File: src/rtl/shift_reg_pkg.sv
// Shared definitions for the shift-register family: PISO state encoding and
// the helper that sizes bit counters from a word width.
package shift_reg_pkg;

    typedef enum logic {
        IDLE  = 1'b0,
        SHIFT = 1'b1
    } piso_state_t;

    // Width of a counter that indexes every bit of a word; never below 1 bit.
    function automatic int bit_cnt_width(input int width);
        return (width <= 2) ? 1 : $clog2(width);
    endfunction

endpackage

File: src/rtl/piso_serializer.sv
// Parallel-in serial-out transmitter. A word accepted over load_valid/load_ready
// is shifted out one bit per serial beat (serial_valid & serial_ready), with
// frame_start/frame_end marking the first and last bit. A word offered while
// the last bit is being accepted is loaded on the same edge, so back-to-back
// words stream with no idle gap.
module piso_serializer
    import shift_reg_pkg::*;
#(
    parameter int DATA_WIDTH = 16,
    parameter bit MSB_FIRST  = 1'b1,
    parameter int CNT_WIDTH  = 16
) (
    input  logic                  clk,
    input  logic                  reset,
    input  logic [DATA_WIDTH-1:0] parallel_in,
    input  logic                  load_valid,
    output logic                  load_ready,
    output logic                  serial_out,
    output logic                  serial_valid,
    input  logic                  serial_ready,
    output logic                  frame_start,
    output logic                  frame_end,
    output logic                  busy,
    output logic [CNT_WIDTH-1:0]  frames_sent
);

    localparam int             BW       = bit_cnt_width(DATA_WIDTH);
    localparam logic [BW-1:0]  LAST_BIT = BW'(DATA_WIDTH - 1);

    if (DATA_WIDTH < 2) begin : g_width_check
        $error("piso_serializer: DATA_WIDTH must be at least 2");
    end

    piso_state_t           state;
    logic [DATA_WIDTH-1:0] shift_reg;
    logic [BW-1:0]         bit_cnt;
    logic                  beat;
    logic                  last_bit;

    // Outputs are decoded from registered state only, except load_ready which
    // must also open on the final beat to allow zero-gap reload.
    always_comb begin
        busy         = (state == SHIFT);
        serial_valid = busy;
        serial_out   = MSB_FIRST ? shift_reg[DATA_WIDTH-1] : shift_reg[0];
        last_bit     = (bit_cnt == LAST_BIT);
        frame_start  = busy & (bit_cnt == '0);
        frame_end    = busy & last_bit;
        beat         = serial_valid & serial_ready;
        load_ready   = (state == IDLE) | (frame_end & serial_ready);
    end

    // Control FSM, shifter, bit counter and frame counter in one sequential block.
    always_ff @(posedge clk) begin
        // NOTE: sequential state uses non-blocking assignments so every register
        // samples the pre-edge values regardless of statement order.
        if (reset) begin
            // NOTE: shift_reg is cleared on reset (not left unknown) because
            // serial_out is decoded straight from it and must read 0 out of reset.
            state       <= IDLE;
            shift_reg   <= '0;
            bit_cnt     <= '0;
            frames_sent <= '0;
        end else begin
            case (state)
                IDLE: begin
                    if (load_valid) begin
                        shift_reg <= parallel_in;
                        bit_cnt   <= '0;
                        state     <= SHIFT;
                    end
                end
                SHIFT: begin
                    if (beat) begin
                        if (last_bit) begin
                            frames_sent <= frames_sent + CNT_WIDTH'(1);
                            if (load_valid) begin
                                shift_reg <= parallel_in;
                                bit_cnt   <= '0;
                            end else begin
                                state <= IDLE;
                            end
                        end else begin
                            if (MSB_FIRST) begin
                                shift_reg <= {shift_reg[DATA_WIDTH-2:0], 1'b0};
                            end else begin
                                shift_reg <= {1'b0, shift_reg[DATA_WIDTH-1:1]};
                            end
                            bit_cnt <= bit_cnt + BW'(1);
                        end
                    end
                end
                default: state <= IDLE;
            endcase
        end
    end

    // A presented bit must stay put, and stay valid, until the sink takes it.
    a_hold_until_beat : assert property (
        @(posedge clk) disable iff (reset)
        (serial_valid && !serial_ready) |=> (serial_valid && $stable(serial_out))
    );

endmodule

File: config.mk
export PLATFORM = sky130hd
export DESIGN_NAME = piso_serializer
export DESIGN_NICKNAME = d
export VERILOG_FILES = /design/src/rtl/shift_reg_pkg.sv /design/src/rtl/piso_serializer.sv
export SDC_FILE = /design/constraint.sdc
export NUM_CORES = 1
export LEC_CHECK = 0
export BUFFER_PORTS_ARGS = -buffer_cell sky130_fd_sc_hd__buf_2
export CAP_MARGIN = 20
export CORE_MARGIN = 10
export CORE_UTILIZATION = 56
export CTS_BUF_LIST = sky130_fd_sc_hd__clkbuf_16
export DETAILED_ROUTE_END_ITERATION = 16
export GPL_ROUTABILITY_DRIVEN = 0
export GPL_TIMING_DRIVEN = 0
export PLACE_DENSITY = 0.87
export SLEW_MARGIN = 10
export SYNTH_ARGS = -nofsm -noshare
export SYNTH_HDL_FRONTEND = slang
export SYNTH_SLANG_ARGS = --single-unit
File: constraint.sdc
create_clock -name clk -period 4.1 [get_ports clk]
set_input_delay 0.205 -clock clk [delete_from_list [all_inputs] [get_ports clk]]
set_output_delay 0.205 -clock clk [all_outputs]
set_load 0.02 [all_outputs]
After elaboration in Yosys (flattened, before gate mapping)
Cells that the tools add are included.

storage, ports and cells
  register bits after elaboration = 37
  input port bits = 20
  output and inout bits = 22
  logic and storage cells = 28

operators by class
  $add $sub $neg = 2
  equal/unequal tests = 2
  multiplexer cells = 12
  bitwise logic cells = 6
  reductions and logical operators = 2

operators by type and width
  cell                                                   number
  2-to-1 mux 16 bit                                      3
  one-hot mux 16 bit (2 select lines)                    1
  adder 16 x 1 -> 16 bit, second input constant          1
  2-to-1 mux 4 bit                                       3
  one-hot mux 4 bit (2 select lines)                     1
  adder 4 x 1 -> 4 bit, second input constant            1
  bitwise AND 1 bit                                      4
  == test 4 bit, second input constant                   1
  logical NOT 4 bit                                      1
  2-to-1 mux 1 bit                                       3
  AND reduction 3 bit                                    1
  inequality test 2 x 1 -> 1 bit, second input constant  1
  one-hot mux 1 bit (2 select lines)                     1
  NOT 1 bit                                              1
  OR 1 bit                                               1

Depth between registers and ports, before layout
  depth after elaboration = 4
  gate-level depth with buffers = 7
  depth with buffers taken out = 5

Worst setup path after synthesis
OpenSTA, ideal clock, no wires.

  path kind = register to register
  start = register bit_cnt[0]
  end = register frames_sent[13]
  library setup time = 70 ps
  arrival time = 1866 ps
  required time = 4030 ps
  slack = 2163 ps
  cell stages (with the launch flop) = 6
  path buffers = 0
  period minus slack after synthesis = 1937 ps
  cell sequence = dfxtp_1 -> ha_1 -> nand4_4 -> or4_4 -> or3_1 -> a21oi_1

between the ends
  word-level cells in the longest chain between the ends = 2

RTL lines
  what                                  line                   text
  from (decl)                           piso_serializer.sv:36  logic [BW-1:0] bit_cnt;
  from (signal assigned)                piso_serializer.sv:89  bit_cnt <= bit_cnt + BW'(1);
  == test 4 bit                         piso_serializer.sv:46  last_bit = (bit_cnt == LAST_BIT);
  AND reduction 3 bit (no source line)  --
  to (signal assigned)                  piso_serializer.sv:76  frames_sent <= frames_sent + CNT_WIDTH'(1);
  to (decl)                             piso_serializer.sv:24  output logic [CNT_WIDTH-1:0] frames_sent

Every way passes these cells.
A chain may end at the register's enable or synchronous reset.

Worst setup path after layout
  start = register bit_cnt[0]
  end = output frame_end

between the ends
  word-level cells in the longest chain between the ends = 2

RTL lines
  what               line                   text
  == test 4 bit      piso_serializer.sv:46
  bitwise AND 1 bit  piso_serializer.sv:48  frame_end = busy & last_bit;
  to (decl)          piso_serializer.sv:22  output logic frame_end,

Every way passes these cells.

==> metrics <==
status=completed; sequential fraction of the synthesis area=0.422; DPL Wire Length=2910 um; Die W=76.0 um; Vias/cell=5.62; nets=272; CTS tree=built; initial DRC count=112; WL met1=1730 um; clock buffer depth=2; # fillers=257; io pins=42; cell area power density=380 nW/um^2; Post-Syn Instances=203; syn avg cell area=8.65 sq um; Max Clk Rate=398 MHz; post-place instance area=2010 sq um; internal power=0.000629 W; H-tree levels=2; Slew Limit Fails=0; Syn Std Cell Area=1760 sq um; Power Total=0.000815 W; Buffers on Ports=39; kind of critical path=reg -> out; skew final=0.00214 ns; # hold bufs at CTS=0; crit start category=register; metal3 WL=305 um; vias=1652; GRT Util Overall=0.142; Sequential Area=741 sq um; vias in the first global route=1592; worst endpoint required time=3.89 ns; area occupied by multi-input gates=938 sq um; clk root buf=clkbuf_16; #FFs+latches synth=37; Yosys cell types=40; Switch Pwr=0.000186 W; Die ar.=5780 sq um; Hold Crit Class=in -> reg; WL final=4090 um; Met2 Routed Length=1990 um; Rel. slew slack=0.697; Worst Path Max Fanout=10; RSZ-0062 raised after global routing=false; area grow syn2layout=22.0%; Critical Path AT=2.31 ns; TritonCTS Buffers=5; core area=3030 sq um; Net Sw Frac=0.228; initial antenna violation count=0; setup TNS=0 ns; fraction of layout cells with a size suffix above 1=0.272; clk sinks=37; # setup viols final=0; combinational share of power=0.093; DRC Markers=0; Top Layer Used=met4; first-pass GRT wire length=7060 um; Yosys warning total=0; Critical Path End Type=output port; postcts setup bufs=0; Starting Density=0.580; Placement Rows=20; Max-Cap Viols=0; Skew-Pair Late Insertion Delay=0.28 ns; Flop pwr share=0.473; syn nets=226; Routed wire per std cell=13.9 um; Final Cycle Share=0.612; grt total ovfl=0; Pre-antenna DRT Iters=4; clock power share=0.435; minimum clock period=2.51 ns; DIE HEIGHT=76.0 um; slew of the pin with the lowest slew margin=0.455 ns; clk slew on worst S/H paths=0.05 ns; P_leak=0.896 nW; final hold viol count=0; post-CTS sizing=0; remaining antenna violation count=0; ant diodes=0; Design Area, Final=2140 sq um; largest net degree at the start of global routing=11; Peak VDD IR=0.287 mV
stage by stage:
stage / hold slack, ns / instances / worst slack (ns) / util
after floorplan: 0.368 / 203 / 2.16 / -
after global placement: 0.462 / 286 / 1.93 / 0.663
after detailed placement: 0.471 / 286 / 1.91 / 0.663
after CTS: 0.199 / 294 / 1.59 / 0.708
after global routing: 0.209 / 294 / 1.41 / 0.708
final: 0.200 / 294 / 1.59 / 0.708
power by group through the flow:
stage / Clock [W] / Sequential, W / Combinational [W]
3_3_place_gp: 0 / 0.000392 / 0.0000734
5_1_grt: 0.000374 / 0.000387 / 0.0000852
3_5_place_dp: 0 / 0.000392 / 0.0000749
4_1_cts: 0.000358 / 0.000385 / 0.0000759
6_report: 0.000354 / 0.000385 / 0.0000754
2_1_floorplan: 0 / 0.000392 / 0.0000501
worst max-delay path: stages, from the launching register on:
cell	delay (ns)
dfxtp_1	0.41
ha_1	0.37
and3_2	0.22
clkbuf_1	0.29
clkbuf_1	0.40
and2_1	0.18
buf_2	0.16
routing by layer:
metal | GRT usage | up-vias
met5 | 0 | -
met4 | 0.0492 | 0
met3 | 0.0672 | 9
met2 | 0.240 | 44
met1 | 0.152 | 772
li1 | - | 827
logic make-up (layout without fill, tap and decap cells):
| logic type | count (synthesis) | count (layout) | synth area share |
|---|---|---|---|
| AOI/OAI and AO/OA | 37 | 37 | 0.171 |
| xor gates and xnor gates | 11 | 11 | 0.0548 |
| muxes | 1 | 1 | 0.00641 |
| buffers and inverters | 19 | 66 | 0.0442 |
| and+or+nand+nor | 95 | 95 | 0.281 |
| DFF | 37 | 37 | 0.422 |
| adders and majority gates | 3 | 3 | 0.0214 |
final cells by class:
type | count | area share
repair buffers | 39 | 0.0911
clock buffers | 5 | 0.0584
flip-flops and latches | 37 | 0.346
clock inverters | 3 | 0.00525
well taps | 44 | 0.0257
multi-input cells | 147 | 0.438
inverters | 4 | 0.00701
plain buffers | 15 | 0.0292
Yosys cell counts:
library cell | count | area [sq um]
buf_1 | 1 | 3.75
and3b_1 | 1 | 8.76
nor4_1 | 1 | 6.26
xor2_1 | 3 | 26.3
a21oi_1 | 11 | 55.1
clkbuf_1 | 11 | 41.3
nand3_1 | 6 | 30.0
buf_4 | 1 | 7.51
o21a_1 | 1 | 7.51
and4_1 | 1 | 8.76
and3_1 | 2 | 12.5
dfxtp_1 | 37 | 741
buf_2 | 2 | 10.0
and4_2 | 1 | 10.0
o221a_2 | 15 | 169
or2_1 | 1 | 6.26
or3_1 | 3 | 18.8
nand4_4 | 1 | 21.3
nor3b_1 | 1 | 7.51
or4_4 | 1 | 11.3
nand2_1 | 12 | 45.0
or2b_1 | 1 | 7.51
or4_1 | 2 | 15.0
a22o_1 | 1 | 8.76
and2_1 | 1 | 6.26
nor3_1 | 19 | 95.1
and2b_2 | 1 | 8.76
o32ai_1 | 1 | 8.76
nand2b_1 | 2 | 12.5
nor2_1 | 31 | 116
ha_1 | 3 | 37.5
inv_1 | 4 | 15.0
nand4_1 | 6 | 37.5
a211oi_1 | 1 | 7.51
o21ai_0 | 4 | 20.0
o31ai_1 | 2 | 15.0
xnor2_1 | 8 | 70.1
a2bb2oi_1 | 1 | 8.76
and3_2 | 1 | 7.51
mux2_2 | 1 | 11.3
placed cells by master (no fill, tap or decap), types with 7 or more instances in the layout:
master | synthesis | layout
inv_1 | 4 | 7
clkbuf_1 | 11 | 11
o221a_2 | 15 | 15
a21oi_1 | 11 | 11
buf_2 | 2 | 41
nor3_1 | 19 | 19
nand2_1 | 12 | 12
dfxtp_1 | 37 | 37
nor2_1 | 31 | 31
xnor2_1 | 8 | 8
worst paths after layout:
check / from / to / slack, ns / depth (start not counted)
min reg2reg: frames_sent[15] / frames_sent[15] / 0.48 / 2
min: parallel_in[1] / shift_reg[1] / 0.20 / 2
max: bit_cnt[0] / frame_end / 1.59 / 6
max reg2reg: bit_cnt[0] / bit_cnt[1] / 1.96 / 7
Note: power is estimated with default switching activity, not from simulation.
